$ cat src/rtl/com_timer_ctrl.sv
// Programmable periodic tick timer with repeat count and start/pause/stop control.
// Optional prescaler enabled by defining COM_TIMER_PRESCALE_EN.
module com_timer_ctrl #(
    parameter int unsigned C_CNT_W = 32,
    parameter int unsigned C_REP_W = 16
) (
    input  logic               I_clk,
    input  logic               I_rst,
    input  logic               I_cfgVld,
    output logic               O_cfgRdy,
    input  logic [C_CNT_W-1:0] I_cfgPeriod,
    input  logic [C_REP_W-1:0] I_cfgRepeat,
`ifdef COM_TIMER_PRESCALE_EN
    input  logic [7:0]         I_cfgPrescale,
`endif
    input  logic               I_start,
    input  logic               I_pause,
    input  logic               I_stop,
    output logic               O_tick,
    output logic               O_done,
    output logic               O_busy,
    output logic [1:0]         O_state,
    output logic [C_REP_W-1:0] O_tickCnt
);

    typedef enum logic [1:0] {
        StIdle  = 2'd0,
        StRun   = 2'd1,
        StPause = 2'd2,
        StDone  = 2'd3
    } state_e;

    localparam logic [C_CNT_W-1:0] CntOne = C_CNT_W'(1);
    localparam logic [C_REP_W-1:0] RepOne = C_REP_W'(1);

    state_e             state_q, state_d;
    logic [C_CNT_W-1:0] cnt_q, cnt_d;
    logic [C_CNT_W-1:0] period_q, period_d;
    logic [C_REP_W-1:0] repeat_q, repeat_d;
    logic [C_REP_W-1:0] tick_cnt_q, tick_cnt_d;
    logic               tick_q, tick_d;
    logic               done_q, done_d;
    logic               cfg_rdy;
    logic               step_en;
    logic               wrap;
    logic               last;

`ifdef COM_TIMER_PRESCALE_EN
    logic [7:0] ps_q, ps_d;
    logic [7:0] ps_cfg_q, ps_cfg_d;
    assign step_en = (ps_q == ps_cfg_q);
`else
    assign step_en = 1'b1;
`endif

    assign cfg_rdy = (state_q == StIdle) || (state_q == StDone);
    // period_q is never 0, so period_q - 1 cannot underflow and the max period is safe.
    assign wrap    = (cnt_q == (period_q - CntOne));
    assign last    = (repeat_q != '0) && (tick_cnt_q == (repeat_q - RepOne));

    always_comb begin
        state_d    = state_q;
        cnt_d      = cnt_q;
        period_d   = period_q;
        repeat_d   = repeat_q;
        tick_cnt_d = tick_cnt_q;
        tick_d     = 1'b0;
        done_d     = 1'b0;
`ifdef COM_TIMER_PRESCALE_EN
        ps_d       = ps_q;
        ps_cfg_d   = ps_cfg_q;
`endif

        if (cfg_rdy && I_cfgVld) begin
            period_d = (I_cfgPeriod == '0) ? CntOne : I_cfgPeriod;
            repeat_d = I_cfgRepeat;
`ifdef COM_TIMER_PRESCALE_EN
            ps_cfg_d = I_cfgPrescale;
`endif
        end

        unique case (state_q)
            StIdle, StDone: begin
                if (I_start) begin
                    state_d    = StRun;
                    cnt_d      = '0;
                    tick_cnt_d = '0;
`ifdef COM_TIMER_PRESCALE_EN
                    ps_d       = '0;
`endif
                end
            end
            StRun: begin
`ifdef COM_TIMER_PRESCALE_EN
                ps_d = step_en ? 8'd0 : ps_q + 8'd1;
`endif
                if (step_en) begin
                    if (wrap) begin
                        cnt_d      = '0;
                        tick_d     = 1'b1;
                        tick_cnt_d = tick_cnt_q + RepOne;
                        if (last) begin
                            done_d  = 1'b1;
                            state_d = StDone;
                        end
                    end else begin
                        cnt_d = cnt_q + CntOne;
                    end
                end
                // The pause cycle still performs its normal update; the freeze starts after it.
                if (I_pause && !I_start && !(step_en && wrap && last)) begin
                    state_d = StPause;
                end
            end
            StPause: begin
                if (I_start) begin
                    state_d = StRun;
                end
            end
            default: state_d = StIdle;
        endcase

        if (I_stop) begin
            state_d    = StIdle;
            cnt_d      = '0;
            tick_cnt_d = '0;
            tick_d     = 1'b0;
            done_d     = 1'b0;
`ifdef COM_TIMER_PRESCALE_EN
            ps_d       = '0;
`endif
        end
    end

    always_ff @(posedge I_clk) begin
        if (I_rst) begin
            state_q    <= StIdle;
            cnt_q      <= '0;
            period_q   <= CntOne;
            repeat_q   <= '0;
            tick_cnt_q <= '0;
            tick_q     <= 1'b0;
            done_q     <= 1'b0;
`ifdef COM_TIMER_PRESCALE_EN
            ps_q       <= '0;
            ps_cfg_q   <= '0;
`endif
        end else begin
            state_q    <= state_d;
            cnt_q      <= cnt_d;
            period_q   <= period_d;
            repeat_q   <= repeat_d;
            tick_cnt_q <= tick_cnt_d;
            tick_q     <= tick_d;
            done_q     <= done_d;
`ifdef COM_TIMER_PRESCALE_EN
            ps_q       <= ps_d;
            ps_cfg_q   <= ps_cfg_d;
`endif
        end
    end

    assign O_cfgRdy  = cfg_rdy;
    assign O_tick    = tick_q;
    assign O_done    = done_q;
    assign O_busy    = (state_q == StRun) || (state_q == StPause);
    assign O_state   = state_q;
    assign O_tickCnt = tick_cnt_q;

endmodule

$ cat config.mk
export PLATFORM = sky130hd
export DESIGN_NAME = com_timer_ctrl
export DESIGN_NICKNAME = d
export VERILOG_FILES = /design/src/rtl/com_timer_ctrl.sv
export SDC_FILE = /design/constraint.sdc
export NUM_CORES = 1
export LEC_CHECK = 0
export ABC_AREA = 1
export BUFFER_PORTS_ARGS = -buffer_cell sky130_fd_sc_hd__buf_2
export CORE_MARGIN = 5
export CORE_UTILIZATION = 64
export CTS_CLUSTER_SIZE = 40
export DETAILED_ROUTE_END_ITERATION = 10
export PLACE_DENSITY = 0.86
export SLEW_MARGIN = 20
export SYNTH_ARGS = -nofsm -noshare
export SYNTH_HDL_FRONTEND = slang
export SYNTH_SLANG_ARGS = --single-unit
$ cat constraint.sdc
create_clock -name I_clk -period 5.5 [get_ports I_clk]
set_clock_uncertainty 0.05 [all_clocks]
set_input_delay 0.275 -clock I_clk [delete_from_list [all_inputs] [get_ports I_clk]]
set_output_delay 0.275 -clock I_clk [all_outputs]
set_load 0.02 [all_outputs]
== Yosys cells after proc, flatten, opt, wreduce, memory -nomap -nowiden ==
Index checks and enable logic that the tools add are counted.

* Register bits after elaboration: 100
* Input port bits: 54
* Output and inout bits: 22
* Logic and storage cells: 58

* Add/sub/neg operators: 4
* Equal/unequal tests: 10
* Muxes and demuxes: 14
* Bitwise logic cells: 2
* Reductions and logical operators: 21

{| class="wikitable"
|+ Operators by type and width
! operator !! count
|-
| 32-bit two-way mux || 3
|-
| 32-bit case mux with 2 select lines || 1
|-
| 32-bit by 1-bit adder with 32-bit output (second input constant) || 1
|-
| 32-bit == test || 1
|-
| 32-bit zero test || 1
|-
| 16-bit two-way mux || 2
|-
| 16-bit case mux with 2 select lines || 1
|-
| 32-bit by 1-bit subtractor with 32-bit output (second input constant) || 1
|-
| 16-bit by 1-bit adder with 16-bit output (second input constant) || 1
|-
| 16-bit == test || 1
|-
| 16-bit nonzero test || 1
|-
| 16-bit by 1-bit subtractor with 16-bit output (second input constant) || 1
|-
| 2-bit two-way mux || 4
|-
| 3-bit inequality test (second input constant) || 2
|-
| 3-bit AND reduction || 2
|-
| 3-bit OR reduction || 2
|-
| 1-bit logical AND || 5
|-
| 2-bit == test (second input constant) || 2
|-
| 2-bit inequality test (second input constant) || 2
|-
| 2-bit case mux with 2 select lines || 1
|-
| 2-bit OR reduction || 2
|-
| 4-bit OR reduction || 1
|-
| 2-bit by 1-bit == test with 1-bit output (second input constant) || 1
|-
| 1-bit zero test || 2
|-
| 7 further kinds || 10
|}

== Logic depth before layout (Yosys ltp) ==
Gate-level depths: netlist of the first run.

* Word-level depth: 8
* Mapped depth: 18
* Mapped depth without buffers: 18

== Worst setup path before layout of the first run ==
Ideal clock, no wire load.

* Kind: reg2reg
* Start point: register state_q[1] (netlist: O_state[1])
* End point: register cnt_q[31]
* Arrival: 2368 ps
* Data required time: 5335 ps
* Setup slack: 2967 ps
* Cell stages (with the launch flop): 17
* Path buffers: 0
* Clock period less this slack: 2533 ps
* Cells stage by stage: dfxtp_1 inv_1 ha_1 nand2_1 o21ai_4 nand2_2 nor2_4 nand2_2 nor2_2 nand2_2 inv_2 nand4_2 nor2_2 nand2_1 nor2_1 xnor2_1 nor2_1

* Cells in the longest elaborated chain, start to end: 4

{| class="wikitable"
|+ RTL lines
! item !! RTL line !! RTL
|-
| start: declaration || 36 || <nowiki>state_e state_q, state_d;</nowiki>
|-
| start signal: assignment || 137 || <nowiki>state_q <= StIdle;</nowiki>
|-
| start signal: assignment || 149 || <nowiki>state_q <= state_d;</nowiki>
|-
| 2-bit == test or 2-bit zero test (tied branches) || 82 || <nowiki>unique case (state_q)</nowiki>
|-
| 2-bit OR reduction || 82 ||
|-
| 2-bit inequality test (no source line) or 2-bit nonzero test (tied branches) || - ||
|-
| 2-bit AND reduction (no source line) || - ||
|-
| end signal: assignment || 150 || <nowiki>cnt_q <= cnt_d;</nowiki>
|-
| end: declaration || 37 || <nowiki>logic [C_CNT_W-1:0] cnt_q, cnt_d;</nowiki>
|}

Several ways; a longest one is shown, not always the timed one.
A chain may end at the register's enable or synchronous reset.

== Worst setup path in the final report of the first run ==
* Start point: register state_q[0] (netlist: O_state[0])
* End point: register cnt_q[29]

The elaborated chain is that of the path after synthesis.

==> impl_metrics.py, run 1 <==
metrics = {
    "finish": {
        "multi_input_area_um2": 4120,
        "syn2layout_area_growth_pct": 8.67,
        "final_area_um2": 7400,
        "layout.nets": 1213,
        "fillCellCount": 935,
        "final_cell_mix": "nand2_1 (252), nor2_1 (174), inv_1 (138), dfxtp_1 (100), nand3_1 (80)",
        "drive_gt1_frac": 0.114,
        "antenna-diode-count": 0,
        "register_area_um2": 2000,
        "layout_commonest_cell": "nand2_1",
        "utilization": 0.714,
    },
    "die": {
        "io_pins": 76,
        "die-area_um2": 12800,
        "fp.dieW_um": 113,
        "core_um2": 10400,
        "rows": 37,
        "die_y_um": 113,
        "initial_core_util": 0.657,
    },
    "timing": {
        "layout_worst_path_cycle_share": 0.575,
        "hold_ws_ns": 0.0676,
        "maxSlewHeadroom": 0.416,
        "worstMarginPinSlew_ns": 0.868,
        "fin_setup_tns_ns": 0,
        "setup_violations": 0,
        "drv_slew": 0,
        "post-route-min-period_ns": 3.16,
        "fmax_ghz": 0.316,
        "hold_viol_final": 0,
        "rsz0062_at_grt": "no",
    },
    "yosys": {
        "yosysUniqueCellTypes": 41,
        "syn_inst": 1094,
        "synthesis.nets": 1153,
        "yosys_warnings": 0,
        "netlist_area_um2": 6810,
        "ys_seq_elements": 100,
        "postSynthAreaPerCell_um2": 6.23,
        "seq_area_frac_synth": 0.294,
    },
    "global_route": {
        "grt_overflow": 0,
        "grt_pass1_wl_um": 31100,
        "antenna_found_initial": 0,
        "track_usage": 0.300,
        "grt_start_max_net_pins": 60,
        "grt_pass1_vias": 6436,
    },
    "routing": {
        "wl_met3_um": 1370,
        "viasPerCell": 5.48,
        "wl_per_cell_um": 14.7,
        "via_count": 7098,
        "drc": 0,
        "wl_met2_um": 9040,
        "drtIter0Drc": 637,
        "detail_route.first_pass.iterations": 6,
        "drt-total-wl_um": 19100,
        "dr.max_layer_used": "met4",
        "ant_nets": 0,
        "drt-met1-wl_um": 7940,
    },
    "placed_design": {
        "postPlaceCellArea_um2": 7230,
        "gp_congestion": 1.00,
        "hpwl_um": 14900,
        "port_buffers": 75,
    },
    "critical_path": {
        "worst-path-buf-inv": 2,
        "path_common_cell": "nand4_1",
        "crit_arrival_ns": 3.41,
        "crit_path_end_kind": "flip-flop",
        "startpoint_type": "flip-flop",
        "cpMaxStageDelayCell": "o21ai_4",
        "path_cells": "ha_1, inv_2, o21ai_4, nand2_2, inv_1, nand4_1, nor4_1, nand4_1, xor2_1, nor2_1",
        "crit_required_ns": 5.74,
        "critical_path_class": "flip-flop to flip-flop",
        "critical-path-max-stage-delay_ns": 0.56,
        "cp_max_fo": 23,
        "cp_top_family": "simple AND/OR/NAND/NOR gates",
    },
    "clock_network": {
        "cts.sinks": 100,
        "cts_tree": "built",
        "clockBufferDepth": 2,
        "cts_made_buffers": 9,
        "htreeDepth": 3,
        "cts_post_setup_buffers_inserted": 0,
        "cts_hold_buf": 0,
        "path_clk_slew_ns": 0.11,
        "root_buffer": "clkbuf_8",
        "clkLatencyLatePin_ns": 0.40,
        "cts_resized": 0,
    },
    "min_path": {
        "hp-class": "input port to flip-flop",
    },
    "pwr": {
        "powerDensity_nw_per_um2": 223,
        "cellLeakagePower_nw": 3.40,
        "peakVddDrop_uv": 256,
    },
    "flow_run": {
        "drv_cap": 0,
    },
    "status": {
        "status": "complete, no violations",
    },
}
[layout make-up]
| class | instances | area share |
|---|---|---|
| repair buffers | 77 | 0.0527 |
| inverters | 145 | 0.0735 |
| flip-flops and latches | 100 | 0.270 |
| well taps | 136 | 0.0230 |
| clock inverters | 6 | 0.00642 |
| clock buffers | 10 | 0.0172 |
| multi-input cells | 821 | 0.557 |
[final timing paths]
path,start,end,slack [ns],cells after the start
max,O_state[0],cnt_q[29],2.34,10
min,I_cfgPeriod[18],period_q[18],0.07,3
max reg2reg,O_state[0],cnt_q[29],2.34,10
min reg2reg,repeat_q[1],repeat_q[1],0.43,2
[report_power, final]
part           leakage (nW)  total, W  switching [W]  internal (W)
sequential            0.817  0.000798      0.0000419      0.000756
clock                0.0808  0.000455       0.000286      0.000169
combinational          2.50  0.000400       0.000265      0.000135
[registers in the layout, indices dropped and copies added, names as in the netlist]
register / cells
O_done: 1
period_q: 32
O_state: 2
O_tickCnt: 16
O_tick: 1
repeat_q: 16
cnt_q: 32
[layer usage]
layer,global-route usage,vias up
li1,-,3603
met1,0.377,3142
met2,0.501,296
met3,0.0642,57
met4,0.119,0
met5,0,-
[per-stage QoR]
stage	worst slack [ns]	power [W]	std cells
detailed placement	2.47	0.00121	1279
finish	2.34	0.00165	1295
global route	2.11	0.00175	1295
floorplan	2.97	0.00110	1094
global placement	2.57	0.00120	1279
CTS	2.40	0.00165	1295
[cells by family (layout without fill, tap and decap cells)]
kind of cell	after synthesis	count (layout)	synth area share
and+or+nand+nor	609	609	0.396
DFF	100	100	0.294
AOI/OAI and AO/OA	131	131	0.100
xor gates and xnor gates	76	76	0.0997
buffers and inverters	173	238	0.101
adders and majority gates	5	5	0.00918
[cells in the mapped netlist (all sizes together)]
library cell / number / share of area
nand2: 265 / 0.15
nor2: 188 / 0.11
inv: 144 / 0.079
dfxtp: 100 / 0.29
nand3: 81 / 0.060
o21ai: 63 / 0.048
a21oi: 62 / 0.046
xor2: 52 / 0.067
nand4: 29 / 0.028
xnor2: 23 / 0.030
nor3: 21 / 0.016
clkbuf: 19 / 0.010
nor4: 11 / 0.010
buf: 9 / 0.011
nand3b: 7 / 0.0077
ha: 5 / 0.0092
and2: 3 / 0.0028
or2: 3 / 0.0028
a31oi: 2 / 0.0018
a21o: 1 / 0.0011
a32o: 1 / 0.0015
clkinv: 1 / 0.00055
nor3b: 1 / 0.0011
o211ai: 1 / 0.0011
o21bai: 1 / 0.0011
xnor3: 1 / 0.0033
[worst reg2reg max path, stage by stage, from the launching register on]
cell	delay, ns
dfxtp_1	0.38
ha_1	0.38
inv_2	0.22
o21ai_4	0.56
nand2_2	0.18
inv_1	0.19
nand4_1	0.18
nor4_1	0.43
nand4_1	0.19
xor2_1	0.23
nor2_1	0.08
(Power assumes the default switching activity.)
==> run 2, diff against run 1 <==
- CORE_UTILIZATION: 64 -> 54
- PLACE_DENSITY: 0.86 -> 0.77
- clock period: 5.5 -> 2.77 ns (I/O delays scaled with it)
==> run 2 against run 1 <==
  * The run now ends with hold timing left
  * Via count increased by 2.8%
  * Global-route usage decreased by 2.1 points
  * Hold slack got worse by 0.071 ns
  * Final cell count increased by 6.6%
  * Clock-buffer cell count increased by 1
  * Non-clock buffer count increased by 50
  * Critical path depth increased by 5
  * Design area increased by 9.2%
  * Critical path type unchanged
  * Critical endpoint is now cnt_q[18]
  * Largest power group unchanged
  * Highest routed layer unchanged
==> impl_metrics.py, run 2 (same netlist as run 1, synthesis figures left out) <==
metrics = {
    "status": {
        "status": "finished, violations left",
        "violations": "hold timing",
    },
    "routing": {
        "drt-total-wl_um": 20300,
        "viasPerCell": 5.29,
        "ant_nets": 0,
        "via_count": 7300,
        "drtIter0Drc": 593,
        "wl_per_cell_um": 14.7,
        "drc": 0,
        "detail_route.first_pass.iterations": 7,
    },
    "finish": {
        "syn2layout_area_growth_pct": 18.7,
        "reg.largest.list": "cnt_q x32, period_q x32",
        "layout_commonest_cell": "nand2_1",
        "utilization": 0.646,
        "antenna-diode-count": 0,
        "final_cell_mix": "nand2_1 (251), nor2_1 (174), inv_1 (139), dfxtp_1 (100), nand3_1 (80)",
        "layout.nets": 1264,
        "drive_gt1_frac": 0.122,
        "final_area_um2": 8080,
    },
    "die": {
        "die-area_um2": 15000,
        "initial_core_util": 0.544,
        "core_um2": 12500,
        "die_y_um": 122,
        "fp.dieW_um": 122,
        "io_pins": 76,
        "rows": 41,
    },
    "global_route": {
        "grt_use_met2": 0.456,
        "grt_start_max_net_pins": 58,
        "grt_use_met3": 0.0535,
        "track_usage": 0.279,
        "grt_overflow": 0,
        "top_usage_layer": "met2",
        "grt_pass1_wl_um": 33000,
        "antenna_found_initial": 0,
        "grt_use_met1": 0.355,
        "grt_pass1_vias": 6904,
    },
    "min_path": {
        "hp-class": "input port to flip-flop",
    },
    "placed_design": {
        "postPlaceCellArea_um2": 7370,
        "gp_congestion": 1.03,
        "port_buffers": 75,
        "hpwl_um": 15200,
    },
    "clock_network": {
        "path_clk_slew_ns": 0.07,
        "clkLatencyLatePin_ns": 0.37,
        "cts.sinks": 100,
        "cts_tree": "built",
        "root_buffer": "clkbuf_16",
        "htreeDepth": 3,
        "clockBufferDepth": 2,
        "cts_made_buffers": 9,
    },
    "critical_path": {
        "crit_arrival_ns": 2.88,
        "crit_path_end_kind": "flip-flop",
        "endpoint": "cnt_q[18]",
        "crit_start": "period_q[5]",
        "cp_max_fo": 18,
        "r2r_setup_slack_ns": 0.09,
        "r2r-start": "period_q[5]",
        "r2r_end": "cnt_q[18]",
        "r2r_cells": 15,
        "critical_path_class": "flip-flop to flip-flop",
        "startpoint_type": "flip-flop",
        "crit_required_ns": 2.97,
    },
    "pwr": {
        "internal-power_w": 0.00255,
        "cellLeakagePower_nw": 3.70,
        "peakVddDrop_uv": 530,
        "swShare": 0.320,
        "powerDensity_nw_per_um2": 463,
        "switchingPower_w": 0.00120,
        "p_comb_frac": 0.235,
        "pwr-share-seq": 0.423,
        "clkPwrFrac": 0.342,
    },
    "timing": {
        "post-route-min-period_ns": 2.68,
        "setup_violations": 0,
        "hold_viol_final": 1,
        "drv_slew": 0,
        "fmax_ghz": 0.373,
        "layout_worst_path_cycle_share": 0.969,
        "worstMarginPinSlew_ns": 0.818,
        "hold_ws_ns": -0.00310,
        "maxSlewHeadroom": 0.450,
    },
    "flow_run": {
        "drv_cap": 0,
    },
}
-- run 2: changes by cell type in the layout (fill, tap and decap cells not counted), sizes merged --
cell         before  now
dlygate4sd3       0   37
bufinv            0    1
inv             146  145
buf              77   90
clkbuf           10   11
clkinv            2    3
nand2           265  266
clkinvlp          3    0
-- run 2: critical path, cell delays in order (launching register included) --
cell	delay (ns)
dfxtp_1	0.32
buf_4	0.15
nor2_1	0.19
nand2_2	0.14
nor2_8	0.22
nand3_1	0.17
nor2_1	0.13
nand2_1	0.06
nand2_1	0.14
nand3b_1	0.09
nor2_1	0.20
nand3_2	0.14
nand2_4	0.09
nand2_4	0.17
nand2_4	0.25
nor2_1	0.06
-- run 2: worst min-delay path by stage --
stage | from | end | slack (ns) | depth (start not counted)
4_1_cts | I_cfgRepeat[10] | repeat_q[10] | 0.002 | 3
6_report | I_cfgPeriod[16] | period_q[16] | -0.003 | 3
3_3_place_gp | I_cfgPeriod[8] | period_q[8] | 0.34 | 3
2_1_floorplan | I_rst | period_q[19] | 0.16 | 1
5_1_grt | I_cfgRepeat[11] | repeat_q[11] | 0.02 | 3
3_5_place_dp | I_cfgPeriod[28] | period_q[28] | 0.35 | 3
-- run 2: metal layers --
metal,up-vias,wire length [um]
met3,62,1290
met4,0,810
met1,3297,8770
met5,-,0
met2,248,9450
li1,3693,-
-- run 2: area by class of cell --
cell class                 instances  area, um^2
clock buffer                      11         243
clock inverter                     4        48.8
fill                            1205        4430
inverter                         145         544
multi-input combinational        822        4160
sequential                       100        2000
tap                              172         215
timing repair buffer             127         871
-- run 2: power groups by stage --
stage	registers, W	clock network, W	logic [W]
global route	0.00159	0.00136	0.000988
finish	0.00158	0.00128	0.000881
CTS	0.00158	0.00130	0.000856
global placement	0.00161	0	0.000805
detailed placement	0.00161	0	0.000811
floorplan	0.00159	0	0.000599
-- run 2: stage by stage --
stage | hold slack, ns | TNS, ns | power, W | std cells | worst slack (ns)
finish | -0.00310 | 0 | 0.00374 | 1381 | 0.0862
detailed placement | 0.346 | 0 | 0.00242 | 1326 | 0.0322
global route | 0.0206 | -0.000345 | 0.00394 | 1381 | -0.000345
CTS | 0.00160 | 0 | 0.00374 | 1378 | 0.0105
global placement | 0.336 | 0 | 0.00242 | 1326 | 0.119
floorplan | 0.158 | 0 | 0.00219 | 1094 | 0.237
-- run 2: what timing repair did --
| action | CTS | global route |
|---|---|---|
| hold endpoints to repair | 35 | 0 |
| gates resized for setup | 0 | 6 |
| setup endpoints to repair | 0 | 49 |
| buffers inserted | 0 | 2 |
| hold buffers | 37 | 0 |
==> run 3, diff against run 2 <==
- clock period: 2.77 -> 2.2 ns (I/O delays scaled with it)
==> run 3 against run 2 <==
  * Routed wire length up 8.5%
  * Sequential cell count unchanged
  * Fmax up 11%
  * The run ends with setup timing left
  * Register-to-register slack worse by 0.29 ns
  * Final cell count up 7.4%
  * Die area unchanged
  * Via count up 6.3%
  * Design area up 16%
  * Hold slack better by 0.0094 ns
  * Global-route usage up 1.3 points
  * Sequential share of layout area down 3.2 points
  * Critical path type unchanged
  * Non-clock buffer count up 101
==> impl_metrics.py, run 3 (same netlist as run 1, synthesis figures left out) <==
metrics = {
    "timing": {
        "fin_setup_tns_ns": -6.64,
        "layout_worst_path_cycle_share": 1.09,
        "post-route-min-period_ns": 2.41,
        "fmax_ghz": 0.415,
        "maxSlewHeadroom": 0.569,
        "setup_violations": 51,
        "setup_slack_ns": -0.209,
        "hold_viol_final": 0,
        "worstMarginPinSlew_ns": 0.645,
        "rsz0062_at_grt": "yes",
        "hold_ws_ns": 0.00630,
        "drv_slew": 0,
    },
    "placed_design": {
        "postPlaceCellArea_um2": 8090,
        "hpwl_um": 15800,
        "port_buffers": 75,
        "gp_congestion": 0.993,
    },
    "pwr": {
        "peakVddDrop_uv": 389,
        "cellLeakagePower_nw": 4.33,
        "powerDensity_nw_per_um2": 542,
    },
    "clock_network": {
        "htreeDepth": 3,
        "cts_made_buffers": 9,
        "clockBufferDepth": 2,
        "cts.sinks": 100,
        "path_clk_slew_ns": 0.07,
        "cts_tree": "built",
        "clkLatencyLatePin_ns": 0.37,
        "root_buffer": "clkbuf_16",
    },
    "finish": {
        "final_area_um2": 9410,
        "layout.nets": 1365,
        "utilization": 0.752,
        "reg.largest.list": "cnt_q x32, period_q x32",
        "final_cell_mix": "nand2_1 (240), inv_1 (134), nor2_1 (132), buf_4 (103), dfxtp_1 (85)",
        "antenna-diode-count": 0,
        "drive_gt1_frac": 0.262,
        "syn2layout_area_growth_pct": 38.2,
        "layout_commonest_cell": "nand2_1",
    },
    "routing": {
        "drt-total-wl_um": 22000,
        "drtIter0Drc": 662,
        "detail_route.first_pass.iterations": 6,
        "via_count": 7759,
        "drc": 0,
        "viasPerCell": 5.23,
        "ant_nets": 0,
        "wl_per_cell_um": 14.9,
    },
    "critical_path": {
        "endpoint": "cnt_q[18]",
        "crit_required_ns": 2.40,
        "cp_max_fo": 11,
        "crit_path_end_kind": "flip-flop",
        "r2r-start": "period_q[4]",
        "crit_start": "period_q[4]",
        "startpoint_type": "flip-flop",
        "r2r_end": "cnt_q[18]",
        "crit_arrival_ns": 2.61,
        "r2r_setup_slack_ns": -0.21,
        "r2r_cells": 17,
        "critical_path_class": "flip-flop to flip-flop",
    },
    "die": {
        "fp.dieW_um": 122,
        "die-area_um2": 15000,
        "io_pins": 76,
        "initial_core_util": 0.544,
        "core_um2": 12500,
        "rows": 41,
        "die_y_um": 122,
    },
    "global_route": {
        "track_usage": 0.291,
        "grt_overflow": 0,
        "grt_pass1_wl_um": 34600,
        "grt_use_met3": 0.0479,
        "antenna_found_initial": 0,
        "grt_pass1_vias": 7264,
        "top_usage_layer": "met2",
        "grt_use_met2": 0.524,
        "grt_start_max_net_pins": 64,
        "grt_use_met1": 0.355,
    },
    "status": {
        "status": "finished, violations left",
        "violations": "setup timing",
    },
    "min_path": {
        "hp-class": "input port to flip-flop",
    },
    "flow_run": {
        "drv_cap": 0,
    },
}
run 3: cell types whose count changed in the layout (fill, tap and decap cells not counted), moves of 7 or more:
cell and change:
nor2_1 -42, buf_4 +89, nor2_2 +26, nand2_1 -11, nand3_1 -9, dfxtp_2 +10
dfxtp_1 -15, nor2_4 +17, nand3_2 +7
run 3: power breakdown:
group	internal [W]	switching (W)	leakage [nW]
clock	0.000888	0.000759	0.142
sequential	0.00189	0.000110	0.823
combinational	0.000610	0.000847	3.36
total	0.00339	0.00172	4.33
run 3: worst max-delay path, stage by stage (launching register included):
cell and delay (ns):
dfxtp_2 0.36, nor2_2 0.17, nand2_2 0.11, nor2_4 0.14, buf_12 0.14, nand2_2 0.08, o21ai_2 0.16, nand2_1 0.06
nor2_1 0.14, nand2_1 0.09, nor2_2 0.11, nand3_2 0.12, nand2_4 0.10, nand2_4 0.07, nand2_4 0.11, buf_12 0.11
buf_12 0.12, nor2_1 0.04
run 3: worst min-delay path by stage:
stage	start	end	slack [ns]	cells after the start
6_report	I_cfgRepeat[7]	repeat_q[7]	0.006	3
5_1_grt	I_cfgRepeat[2]	repeat_q[2]	0.04	3
4_1_cts	I_cfgRepeat[11]	repeat_q[11]	0.003	3
3_5_place_dp	I_cfgPeriod[10]	period_q[10]	0.32	3
3_3_place_gp	I_cfgPeriod[17]	period_q[17]	0.31	3
2_1_floorplan	I_rst	period_q[19]	0.13	1
run 3: final cells by class:
class	count	area [um^2]
clock buffer	9	225
fill	970	3100
multi-input combinational	822	4590
tap	172	215
timing repair buffer	228	1720
clock inverter	7	76.3
sequential	100	2030
inverter	145	552
run 3: what timing repair did:
item,CTS,global route
buffers inserted,9,6
endpoints found under the hold margin,39,0
gates cloned,2,0
resized for setup,45,97
pin swaps,8,47
setup endpoints to repair,51,52
hold buffers,40,0
run 3: per-stage QoR:
step           cells  setup WS (ns)  total power (W)
2_1_floorplan   1094        -0.0668          0.00277
3_3_place_gp    1412         -0.163          0.00319
3_5_place_dp    1412         -0.220          0.00320
4_1_cts         1478        -0.0886          0.00496
5_1_grt         1483         -0.304          0.00535
6_report        1483         -0.209          0.00511
run 3: layer usage:
layer  vias up  wire length, um
li1       3905                -
met1      3533             9130
met2       281            11100
met3        40             1320
met4         0              445
met5         -                0
